File: config.mk
export PLATFORM = sky130hd
export DESIGN_NAME = alu_seq_controller_flat
export DESIGN_NICKNAME = d
export VERILOG_FILES = /design/src/rtl/alu_seq_controller_pkg.sv /design/src/rtl/alu_seq_controller_if.sv /design/src/rtl/alu_seq_controller_instret_counter.sv /design/src/rtl/alu_seq_controller.sv /design/src/flat_wrapper.sv
export SDC_FILE = /design/constraint.sdc
export NUM_CORES = 1
export LEC_CHECK = 0
export CAP_MARGIN = 0
export CORE_UTILIZATION = 51
export DETAILED_ROUTE_END_ITERATION = 16
export PLACE_DENSITY = 0.84
export SYNTH_ARGS = -nofsm -noshare
export SYNTH_HDL_FRONTEND = slang
export SYNTH_SLANG_ARGS = --single-unit
File: constraint.sdc
create_clock -name clk -period 3.1 [get_ports clk]
set_clock_uncertainty 0.15 [all_clocks]
set_input_delay 0.775 -clock clk [delete_from_list [all_inputs] [get_ports clk]]
set_output_delay 0.775 -clock clk [all_outputs]
set_load 0.03 [all_outputs]
File: src/rtl/alu_seq_controller_pkg.sv
// Shared types and encodings for the multi-cycle RV32I sequencing controller.
// Holds the state enum, opcode constants and ALU control encodings.
package alu_seq_controller_pkg;

   typedef enum logic [3:0] {
      S_FETCH,
      S_DECODE,
      S_EXEC_R,
      S_EXEC_I,
      S_MEM_ADDR,
      S_MEM_RD,
      S_MEM_WR,
      S_WB_ALU,
      S_WB_MEM,
      S_BRANCH,
      S_TRAP
   } state_e;

   localparam logic [6:0] OP_R      = 7'b0110011;
   localparam logic [6:0] OP_I      = 7'b0010011;
   localparam logic [6:0] OP_LOAD   = 7'b0000011;
   localparam logic [6:0] OP_STORE  = 7'b0100011;
   localparam logic [6:0] OP_BRANCH = 7'b1100011;

   localparam logic [1:0] ALUOP_ADD   = 2'b00;
   localparam logic [1:0] ALUOP_SUB   = 2'b01;
   localparam logic [1:0] ALUOP_FUNCT = 2'b10;

   localparam logic [1:0] SRCB_RS2  = 2'b00;
   localparam logic [1:0] SRCB_FOUR = 2'b01;
   localparam logic [1:0] SRCB_IMM  = 2'b10;

   // Execution state entered from DECODE; unsupported opcodes trap.
   function automatic state_e decode_state(input logic [6:0] op);
      state_e s;
      case (op)
         OP_R:              s = S_EXEC_R;
         OP_I:              s = S_EXEC_I;
         OP_LOAD, OP_STORE: s = S_MEM_ADDR;
         OP_BRANCH:         s = S_BRANCH;
         default:           s = S_TRAP;
      endcase
      return s;
   endfunction

endpackage

File: src/rtl/alu_seq_controller_if.sv
// Memory request/ready handshake between the sequencing controller and memory.
interface alu_seq_controller_if;
   logic mem_req;
   logic mem_we;
   logic i_or_d;
   logic mem_ready;

   modport master (output mem_req, output mem_we, output i_or_d, input mem_ready);
   modport slave  (input mem_req, input mem_we, input i_or_d, output mem_ready);
endinterface

File: src/rtl/alu_seq_controller_instret_counter.sv
// 32-bit retired-instruction counter; wraps modulo 2^32.
module instret_counter (
   input  logic        clk,
   input  logic        reset,
   input  logic        inc_i,
   output logic [31:0] count_o
);

   logic [31:0] count_q;
   logic [31:0] count_d;

   assign count_d = inc_i ? count_q + 32'd1 : count_q;

   always_ff @(posedge clk) begin
      if (reset) count_q <= '0;
      else       count_q <= count_d;
   end

   assign count_o = count_q;

endmodule

File: src/rtl/alu_seq_controller.sv
// Multi-cycle sequencer driving ALU control and datapath enables for RV32I.
// Moore outputs, except IRWrite/PCWrite (gated by mem_ready) and PCWriteCond (by zero).
module alu_seq_controller
   import alu_seq_controller_pkg::*;
(
   input  logic                        clk,
   input  logic                        reset,
   input  logic                        halt,
   input  logic [6:0]                  opcode,
   input  logic                        zero,
   alu_seq_controller_if.master        mem,
   output logic                        IRWrite,
   output logic                        PCWrite,
   output logic                        PCWriteCond,
   output logic                        ALUSrcA,
   output logic [1:0]                  ALUSrcB,
   output logic [1:0]                  ALUOp,
   output logic                        RegWrite,
   output logic                        MemtoReg,
   output logic                        illegal,
   output logic [31:0]                 instret
);

   state_e state_q, state_d;
   logic   fetch_busy_q, fetch_busy_d;
   logic   fetch_go;
   logic   retire;

   // A fetch already waiting on memory keeps going even if halt rises.
   assign fetch_go = !halt || fetch_busy_q;

   always_ff @(posedge clk) begin
      if (reset) begin
         state_q      <= S_FETCH;
         fetch_busy_q <= 1'b0;
      end else begin
         state_q      <= state_d;
         fetch_busy_q <= fetch_busy_d;
      end
   end

   always_comb begin
      state_d      = state_q;
      fetch_busy_d = 1'b0;
      case (state_q)
         S_FETCH: begin
            if (fetch_go) begin
               if (mem.mem_ready) state_d = S_DECODE;
               else               fetch_busy_d = 1'b1;
            end
         end
         S_DECODE:   state_d = decode_state(opcode);
         S_EXEC_R:   state_d = S_WB_ALU;
         S_EXEC_I:   state_d = S_WB_ALU;
         S_MEM_ADDR: state_d = (opcode == OP_LOAD) ? S_MEM_RD : S_MEM_WR;
         S_MEM_RD:   if (mem.mem_ready) state_d = S_WB_MEM;
         S_MEM_WR:   if (mem.mem_ready) state_d = S_FETCH;
         default:    state_d = S_FETCH;
      endcase
   end

   always_comb begin
      mem.mem_req = 1'b0;
      mem.mem_we  = 1'b0;
      mem.i_or_d  = 1'b0;
      IRWrite     = 1'b0;
      PCWrite     = 1'b0;
      PCWriteCond = 1'b0;
      ALUSrcA     = 1'b0;
      ALUSrcB     = SRCB_RS2;
      ALUOp       = ALUOP_ADD;
      RegWrite    = 1'b0;
      MemtoReg    = 1'b0;
      illegal     = 1'b0;
      retire      = 1'b0;
      if (!reset) begin
         case (state_q)
            S_FETCH: begin
               if (fetch_go) begin
                  mem.mem_req = 1'b1;
                  ALUSrcB     = SRCB_FOUR;
                  ALUOp       = ALUOP_ADD;
                  IRWrite     = mem.mem_ready;
                  PCWrite     = mem.mem_ready;
               end
            end
            S_EXEC_R: begin
               ALUSrcA = 1'b1;
               ALUSrcB = SRCB_RS2;
               ALUOp   = ALUOP_FUNCT;
            end
            S_EXEC_I: begin
               ALUSrcA = 1'b1;
               ALUSrcB = SRCB_IMM;
               ALUOp   = ALUOP_FUNCT;
            end
            S_MEM_ADDR: begin
               ALUSrcA = 1'b1;
               ALUSrcB = SRCB_IMM;
               ALUOp   = ALUOP_ADD;
            end
            S_MEM_RD: begin
               mem.mem_req = 1'b1;
               mem.i_or_d  = 1'b1;
            end
            S_MEM_WR: begin
               mem.mem_req = 1'b1;
               mem.mem_we  = 1'b1;
               mem.i_or_d  = 1'b1;
               retire      = mem.mem_ready;
            end
            S_WB_ALU: begin
               RegWrite = 1'b1;
               retire   = 1'b1;
            end
            S_WB_MEM: begin
               RegWrite = 1'b1;
               MemtoReg = 1'b1;
               retire   = 1'b1;
            end
            S_BRANCH: begin
               ALUSrcA     = 1'b1;
               ALUSrcB     = SRCB_RS2;
               ALUOp       = ALUOP_SUB;
               PCWriteCond = zero;
               retire      = 1'b1;
            end
            S_TRAP:  illegal = 1'b1;
            default: ;
         endcase
      end
   end

   instret_counter u_instret (
      .clk     (clk),
      .reset   (reset),
      .inc_i   (retire),
      .count_o (instret)
   );

endmodule

File: src/flat_wrapper.sv
// flat-port wrapper written by rule: the top's interface ports become plain ports
module alu_seq_controller_flat import alu_seq_controller_pkg::*;
  (clk, reset, halt, opcode, zero, IRWrite, PCWrite, PCWriteCond, ALUSrcA, ALUSrcB, ALUOp, RegWrite, MemtoReg, illegal, instret, mem_mem_req, mem_mem_we, mem_i_or_d, mem_mem_ready);
  alu_seq_controller_if mem_i ();
  input  logic clk;
  input  logic reset;
  input  logic halt;
  input  logic [6:0] opcode;
  input  logic zero;
  output logic IRWrite;
  output logic PCWrite;
  output logic PCWriteCond;
  output logic ALUSrcA;
  output logic [1:0] ALUSrcB;
  output logic [1:0] ALUOp;
  output logic RegWrite;
  output logic MemtoReg;
  output logic illegal;
  output logic [31:0] instret;
  output wire logic [$bits(mem_i.mem_req)-1:0] mem_mem_req;
  output wire logic [$bits(mem_i.mem_we)-1:0] mem_mem_we;
  output wire logic [$bits(mem_i.i_or_d)-1:0] mem_i_or_d;
  input wire logic [$bits(mem_i.mem_ready)-1:0] mem_mem_ready;
  assign mem_mem_req = mem_i.mem_req;
  assign mem_mem_we = mem_i.mem_we;
  assign mem_i_or_d = mem_i.i_or_d;
  assign mem_i.mem_ready = mem_mem_ready;
  alu_seq_controller u_core (.clk(clk), .reset(reset), .halt(halt), .opcode(opcode), .zero(zero), .mem(mem_i), .IRWrite(IRWrite), .PCWrite(PCWrite), .PCWriteCond(PCWriteCond), .ALUSrcA(ALUSrcA), .ALUSrcB(ALUSrcB), .ALUOp(ALUOp), .RegWrite(RegWrite), .MemtoReg(MemtoReg), .illegal(illegal), .instret(instret));
endmodule
; ---- Word level (Yosys, flattened, before mapping)
; Index checks and enable logic that the tools add are counted.
[totals]
register_bits = 37
latch_bits = 0
mem_bits_rw = 0
rom_bits = 0
in_bits = 12
output_inout_bits = 46
elab_cells = 72
mem_count = 0
[op_classes]
n_addsub = 1
multipliers = 0
div = 0
order_cmp = 0
n_eq_ne = 19
shift = 0
n_mux = 35
bitwise_logic = 2
reduce_logical = 12
[ops]
columns = op, n
row1 = 32-bit by 1-bit adder with 32-bit output (second input constant), 1
row2 = 4-bit one-hot mux with 6 select lines, 1
row3 = 1-bit two-way mux, 22
row4 = 4-bit by 3-bit equality test with 1-bit output (second input constant), 4
row5 = 4-bit two-way mux, 4
row6 = 4-bit one-hot mux with 4 select lines, 1
row7 = 7-bit by 6-bit equality test with 1-bit output (second input constant), 2
row8 = 4-bit equality test (second input constant), 3
row9 = 2-bit OR reduction, 5
row10 = 4-bit by 2-bit equality test with 1-bit output (second input constant), 2
row11 = 2-bit one-hot mux with 2 select lines, 2
row12 = 7-bit by 2-bit equality test with 1-bit output (second input constant), 1
row13 = 7-bit by 5-bit equality test with 1-bit output (second input constant), 1
row14 = 7-bit equality test (second input constant), 1
row15 = 2-bit two-way mux, 3
row16 = 2-bit inequality test (second input constant), 3
row17 = 3-bit OR reduction, 2
row18 = 4-bit by 1-bit equality test with 1-bit output (second input constant), 1
row19 = 4-bit zero test, 1
row20 = 1-bit one-hot mux with 2 select lines, 2
row21 = 4-bit AND reduction, 1
row22 = 4-bit OR reduction, 1
row23 = 2-bit by 1-bit inequality test with 1-bit output (second input constant), 1
row24 = 1-bit inverter, 2
row25 = other kinds (2), 2

; ---- Depth between registers and ports, before layout
; Gate-level depths: netlist of run 1.
[logic_depth]
word_depth = 5
ltp_mapped = 6

; ---- Cells and area by module
; Synthesis of run 1 repeated with hierarchy kept, for this count alone.
[unflattened]
hier_cells = 257
hier_area_um2 = 2118.3
[modules_own_cells]
columns = mod, instances, cells_each, area_per_inst_um2, seq_area_each_um2
row1 = instret_counter, 1, 181, 1564.0, 640.6
row2 = alu_seq_controller, 1, 76, 554.3, 100.1

; ---- Least setup slack after synthesis of run 1
; No wires, ideal clock.
[synth_path]
kind = input port to output port
from = in reset
to = out MemtoReg
arrival_time_ps = 2078
t_required_ps = 2175
setup_slack_ps = 97
stages = 3
cell_sequence = buf_2 clkbuf_1 nor4_1
[synth_between]
elab_chain_len = 1
[synth_rtl]
columns = element, line
row1 = "start, declared", flat_wrapper.sv:6  ; input logic reset;
row2 = 1-bit two-way mux, alu_seq_controller.sv:76  ; if (!reset) begin
row3 = "end, declared", flat_wrapper.sv:17  ; output logic MemtoReg;
; Every way passes these cells.

; ---- Worst setup path after layout of run 1
[layout_path]
from = in halt
to = out mem_mem_req
[layout_between]
elab_chain_len = 5
[layout_rtl]
columns = element, line
row1 = "start, declared", flat_wrapper.sv:7  ; input logic halt;
row2 = 1-bit zero test, alu_seq_controller.sv:30  ; assign fetch_go = !halt || fetch_busy_q;
row3 = 1-bit logical OR, alu_seq_controller.sv:30
row4 = 1-bit two-way mux, alu_seq_controller.sv:79  ; if (fetch_go) begin
row5 = 1-bit one-hot mux with 2 select lines, alu_seq_controller.sv:77  ; case (state_q)
row6 = 1-bit two-way mux, alu_seq_controller.sv:76
row7 = "end, declared", flat_wrapper.sv:20  ; output wire logic [$bits(mem_i.mem_req)-1:0] mem_mem_req;
; Every way passes these cells.

==> flow_summary.json, run 1 <==
{
  "crit_path_end_kind": "primary output",
  "holdWs_ns": 0.342,
  "hold_violations": 0,
  "peakVddDrop_v": 0.000299,
  "finalWirelength_mm": 4.84,
  "grt_max_degree": 41,
  "yosysSeqAreaShare_pct": 35.8,
  "cts-hold-fix-buffers": 0,
  "rows": 22,
  "num_vias": 2012,
  "post_cts_buffers": 0,
  "status": "finished, final reports clean",
  "fmax_ghz": 0.335,
  "dp_slack_ns": -0.280,
  "cts_buffers": 5,
  "syn_inst": 252,
  "fin_nets": 328,
  "slew_headroom_pct": 54.7,
  "r2r-end": "u_core.u_instret.count_o[22]",
  "synth_seq_cells": 37,
  "antennaDiodeCount": 0,
  "setup_violations": 0,
  "cts_num_sinks": 37,
  "fp.dieW_um": 65.7,
  "ctsHtreeMaxLevel": 2,
  "post-route-min-period_ns": 2.99,
  "start_util_pct": 54.9,
  "root_buffer": "clkbuf_8",
  "clk_latency_ns": 0.29,
  "ant_nets": 0,
  "drive_gt1_share_pct": 14.6,
  "netlist_area_mm2": 0.00207,
  "synth_common_cells": "38 x nor2_1, 37 x dfxtp_1, 19 x xnor2_1, 15 x nand2_1",
  "synth_nets": 265,
  "syn_avg_cell_area_um2": 8.21,
  "yosysTopAreaCellShare_pct": 35.8,
  "area_growth_pct": 36.3,
  "worst_setup_path_start_kind": "primary input",
  "cp_max_fo": 2,
  "power_density_mw_per_mm2": 503,
  "cts_buffer_depth": 2,
  "worst_pin_slew_ns": 0.662,
  "synthTopCellsByArea": "dfxtp_1 36%, xnor2_1 8.0%, nor2_1 6.9%, nand4_1 4.2%, xor2_1 3.8%",
  "yosysMostFrequentCell": "nor2_1",
  "critical_path_arrival_ns": 2.06,
  "vias_per_cell": 5.53,
  "drcViolationCount": 0,
  "die_h_um": 65.7,
  "min_path_cells": 2,
  "coreArea_mm2": 0.00377,
  "leakage_nw": 0.979,
  "grt_use_total_pct": 25.1,
  "grt_pass1_wl_mm": 8.34,
  "hold_path_class": "reg -> reg",
  "synth_edf_count": 0,
  "firstDrtPassIters": 4,
  "yosysTopAreaCell": "dfxtp_1",
  "dpl.hpwl_mm": 3.52,
  "num_io_pins": 58,
  "setup_slack_ns": 0.112,
  "maxCapViolations": 0,
  "tritoncts": "built",
  "ys_types": 46,
  "drt_iter0_drc": 102,
  "routedWlPerCell_um": 13.3,
  "io_buffer_count": 57,
  "path_class": "in -> out",
  "grt_pass1_vias": 1831,
  "grt_overflow": 0,
  "antenna_found_initial": 0,
  "ys_async_sr_fraction_pct": 0,
  "r2r_cells": 7,
  "clkTransAtPathRegs_ns": 0.07,
  "r2r-start": "u_core.state_q[1]",
  "finalCritPeriodShare_pct": 96.4,
  "gp_congestion": 0.856,
  "critPathRequiredTime_ns": 2.17,
  "hold_end": "u_core.u_instret.count_o[31]",
  "finalPower_w": 0.00142,
  "min_from": "u_core.u_instret.count_o[31]",
  "dieArea_mm2": 0.00432,
  "yosysWarnings": 0,
  "r2r_setup_slack_ns": 0.89,
  "rsz0062_at_grt": "false",
  "slew_violations": 0,
  "ys.flop_type": "dfxtp_1"
}
-- timing repair --
action | in CTS | in global routing
endpoints found under the setup margin | 3 | 4
gates resized for setup | 4 | 1
gates cloned | 0 | 0
pin swaps | 0 | 0
-- per-stage QoR --
| stage | cells | util, % | setup TNS (ns) | area (um2) |
|---|---|---|---|---|
| after floorplan | 252 | - | 0 | 2070 |
| after global placement | 356 | 71.5 | -0.277 | 2700 |
| after detailed placement | 356 | 71.5 | -0.309 | 2700 |
| after CTS | 364 | 74.8 | 0 | 2820 |
| after global routing | 364 | 74.8 | 0 | 2820 |
| final | 364 | 74.8 | 0 | 2820 |
-- how the worst max path moves through the flow --
| stage | startpoint | end | slack (ns) | depth (start not counted) |
|---|---|---|---|---|
| finish | halt | mem_mem_req | 0.11 | 5 |
| detailed placement | reset | mem_mem_req | -0.28 | 5 |
| floorplan | reset | MemtoReg | 0.1 | 3 |
| CTS | reset | mem_mem_req | 0.02 | 5 |
| global placement | reset | mem_mem_req | -0.25 | 5 |
| global route | halt | mem_mem_req | 0.05 | 5 |
-- worst max-delay path: stages --
cell	delay, ns
clkdlybuf4s50_1	0.45
nand2b_1	0.07
and3_1	0.20
or2_2	0.28
clkdlybuf4s15_2	0.28
-- layer usage --
| layer | up-vias | global-route usage, % | routed length [um] |
|---|---|---|---|
| li1 | 1022 | - | - |
| met1 | 925 | 31.1 | 2220 |
| met2 | 58 | 41.8 | 2340 |
| met3 | 7 | 5.90 | 202 |
| met4 | 0 | 8.70 | 78 |
| met5 | - | 0 | 0 |
-- where the power goes --
part / internal (W) / leakage (nW) / switching [W] / total (W)
registers: 0.000499 / 0.299 / 0.0000366 / 0.000535
logic: 0.000189 / 0.622 / 0.000258 / 0.000447
clock network: 0.000262 / 0.0585 / 0.000174 / 0.000436
total: 0.000950 / 0.979 / 0.000469 / 0.00142
-- layout make-up --
class                   instances  area, um2
fillers                       308        950
clock inverters                 1       30.0
multi-input cells             199       1250
inverters                       1       3.75
flip-flops and latches         37        741
repair buffers                 71        651
clock buffers                   7       86.3
well taps                      48       60.1
-- state kept, by name, summed over array words and instances (netlist names) --
| name | cells |
|---|---|
| u_core.fetch_busy_q | 1 |
| u_core.u_instret.count_o | 32 |
| u_core.state_q | 4 |
-- kinds of logic (layout without fill, tap and decap cells) --
kind of cell               count (synthesis)  after routing  synth area share (%)
AOI/OAI and AO/OA                         29             29                  8.28
xor gates and xnor gates                  28             28                  11.9
adders and majority gates                  1              1                 0.604
buffers and inverters                     16             80                  3.81
DFF                                       37             37                  35.8
muxes                                      1              1                 0.484
and+or+nand+nor                          140            140                  39.2
-- cells in the final DEF (no fill, tap or decap), types with 2 or more instances in the layout --
cell	count
a21oi_1	10
a31oi_1	2
and2_1	7
and3_1	6
and4_1	2
buf_4	26
clkbuf_8	6
clkdlybuf4s50_1	42
dfxtp_1	37
nand2_1	15
nand2b_1	6
nand3_1	5
nand3b_1	2
nand4_1	14
nor2_1	38
nor2b_1	4
nor3_1	14
nor3b_1	2
nor4_1	6
nor4b_2	4
o21ai_0	9
o22ai_1	2
o311ai_0	2
or3_1	4
xnor2_1	19
xor2_1	9
Note: power is estimated with default switching activity, not from simulation.
==> run 2, diff against run 1 <==
--- a/config.mk
+++ b/config.mk
@@ -6,9 +6,12 @@
 export NUM_CORES = 1
 export LEC_CHECK = 0
 export CAP_MARGIN = 0
-export CORE_UTILIZATION = 51
+export CELL_PAD_IN_SITES_DETAIL_PLACEMENT = 0
+export CELL_PAD_IN_SITES_GLOBAL_PLACEMENT = 2
+export CORE_UTILIZATION = 29
 export DETAILED_ROUTE_END_ITERATION = 16
-export PLACE_DENSITY = 0.84
+export GPL_TIMING_DRIVEN = 0
+export PLACE_DENSITY_LB_ADDON = 0.1
 export SYNTH_ARGS = -nofsm -noshare
 export SYNTH_HDL_FRONTEND = slang
 export SYNTH_SLANG_ARGS = --single-unit
==> run 2 against run 1 <==
Utilization fell by 33 points. First-iteration DRC count is 58% lower. Critical path type unchanged. Routed wire length rose by 17%. Highest routed layer unchanged. Worst setup slack lost 0.037 ns. Total power shrank 1.3%. Combinational power fell by 6.3%. Sequential cell count unchanged. Via count down 1.4%. Clock-buffer cell count did not move.
==> flow_summary.json, run 2 (synthesized netlist as in run 1, its figures left out) <==
{
  "crit_buf_inv": 3,
  "r2r-end": "u_core.u_instret.count_o[26]",
  "r2r-start": "u_core.u_instret.count_o[0]",
  "dpl.hpwl_mm": 4.11,
  "slew_violations": 0,
  "fin_nets": 327,
  "finalWirelength_mm": 5.67,
  "grt_max_degree": 12,
  "cts_buffer_depth": 2,
  "start_util_pct": 30.3,
  "dieArea_mm2": 0.00748,
  "grt_pass1_wl_mm": 9.43,
  "vias_per_cell": 4.82,
  "cts_buffers": 5,
  "fp.dieW_um": 86.5,
  "fill_cells": 726,
  "crit_path_end_kind": "primary output",
  "finalPower_w": 0.00140,
  "cts-hold-fix-buffers": 0,
  "swShare_pct": 34.4,
  "peakVddDrop_v": 0.000224,
  "worst_setup_path_start_kind": "primary input",
  "antenna_found_initial": 0,
  "min_from": "u_core.u_instret.count_o[31]",
  "switchingPower_w": 0.000482,
  "p_int_w": 0.000918,
  "drcViolationCount": 0,
  "num_io_pins": 58,
  "setup_slack_ns": 0.0743,
  "hold_violations": 0,
  "p_seq_share_pct": 38.5,
  "routedWlPerCell_um": 13.8,
  "min_path_cells": 2,
  "slew_headroom_pct": 58.5,
  "worst_pin_slew_ns": 0.608,
  "drt_iter0_drc": 43,
  "power_density_mw_per_mm2": 489,
  "largest_register_ffs": 32,
  "gp_congestion": 0.782,
  "layout_common_cells": "49 x clkdlybuf4s50_1, 38 x nor2_1, 35 x dfxtp_1",
  "critPathRequiredTime_ns": 2.17,
  "final_cells": 411,
  "cp_max_fo": 10,
  "num_vias": 1983,
  "status": "finished, final reports clean",
  "final_common_cell": "clkdlybuf4s50_1",
  "drive_gt1_share_pct": 11.1,
  "critical_path_arrival_ns": 2.10,
  "dp_slack_ns": -0.439,
  "leakage_nw": 0.957,
  "ant_nets": 0,
  "antennaDiodeCount": 0,
  "grt_use_total_pct": 16.3,
  "cts_num_sinks": 37,
  "fmax_ghz": 0.330,
  "io_buffer_count": 56,
  "clk_latency_ns": 0.29,
  "r2r_setup_slack_ns": 0.97,
  "rows": 30,
  "root_buffer": "clkbuf_8",
  "r2r_cells": 6,
  "cp_cell_sequence": "buf_2, clkbuf_2, nor3_1, clkdlybuf4s50_1",
  "post-route-min-period_ns": 3.03,
  "area_growth_pct": 38.4,
  "maxCapViolations": 0,
  "firstDrtPassIters": 4,
  "grt_pass1_vias": 1845,
  "power_frac_clock_pct": 31.5,
  "rsz0062_at_grt": "false",
  "combPwrFrac_pct": 30.0,
  "critPathSlowestCell": "clkdlybuf4s50_1",
  "cp_top_family": "buffers and inverters",
  "die_h_um": 86.5,
  "finalCritPeriodShare_pct": 97.6,
  "hold_end": "u_core.u_instret.count_o[31]",
  "ctsHtreeMaxLevel": 2,
  "hold_path_class": "reg -> reg",
  "coreArea_mm2": 0.00683,
  "tritoncts": "built",
  "setup_violations": 0,
  "slowest_delay_ns": 0.72,
  "grt_overflow": 0,
  "placedCellCount": 404,
  "path_class": "in -> out",
  "clkTransAtPathRegs_ns": 0.07
}
[run 2: cell count changes in the layout (fill, tap and decap cells not counted), sizes merged]
cell / change
dlygate4sd2: +5
clkdlybuf4s15: -1
clkbuf: +9
clkdlybuf4s50: +7
dlymetal6s2s: -1
buf: -20
[run 2: area by class of cell]
cell class,instances,area (um2),share of cell area [%]
tap,96,120,4.19
inverter,1,3.75,0.131
multi-input combinational,199,1250,43.8
clock inverter,1,30.0,1.05
sequential,37,743,26.0
timing repair buffer,56,544,19.0
buffer,14,81.3,2.84
clock buffer,7,86.3,3.01
[run 2: repair_timing]
action / 4_1_cts / 5_1_grt
setup endpoints to repair: 12 / 5
setup buffers: 0 / 0
resized for setup: 14 / 8
[run 2: stage by stage]
stage / instance area [um2] / utilization (%) / hold WS (ns) / TNS, ns
floorplan: 2070 / - / 0.460 / 0
global placement: 2750 / 40.3 / 0.328 / -1.19
detailed placement: 2750 / 40.3 / 0.336 / -1.21
CTS: 2860 / 41.9 / 0.349 / 0
global route: 2860 / 41.9 / 0.385 / 0
finish: 2860 / 41.9 / 0.342 / 0
[run 2: metal layers]
metal | up-vias | global-route usage, % | wire, um
li1 | 1015 | - | -
met1 | 923 | 21.4 | 2790
met2 | 43 | 26.3 | 2660
met3 | 2 | 3.90 | 184
met4 | 0 | 5.00 | 27
met5 | - | 0 | 0
[run 2: power groups by stage]
stage / logic, W / registers (W) / clock network [W]
global route: 0.000457 / 0.000547 / 0.000485
floorplan: 0.000295 / 0.000536 / 0
CTS: 0.000425 / 0.000538 / 0.000461
global placement: 0.000447 / 0.000539 / 0
detailed placement: 0.000442 / 0.000540 / 0
finish: 0.000419 / 0.000539 / 0.000442
[run 2: worst max-delay path by stage]
stage          start     endpoint  slack, ns  depth (start not counted)
5_1_grt        reset   mem_mem_we      0.006                          4
2_1_floorplan  reset     MemtoReg        0.1                          3
6_report       reset   mem_mem_we       0.07                          4
3_5_place_dp   reset      ALUSrcA      -0.44                          5
3_3_place_gp   reset      ALUSrcA      -0.44                          5
4_1_cts         halt  mem_mem_req      0.008                          5
[run 2: worst register-to-register path, cell delays in order (launching register included)]
cell and delay [ns]:
dfxtp_1 0.46, ha_1 0.25, and2_1 0.20, nand4_4 0.20, or4_1 0.57, xor2_1 0.15, nor2_1 0.05
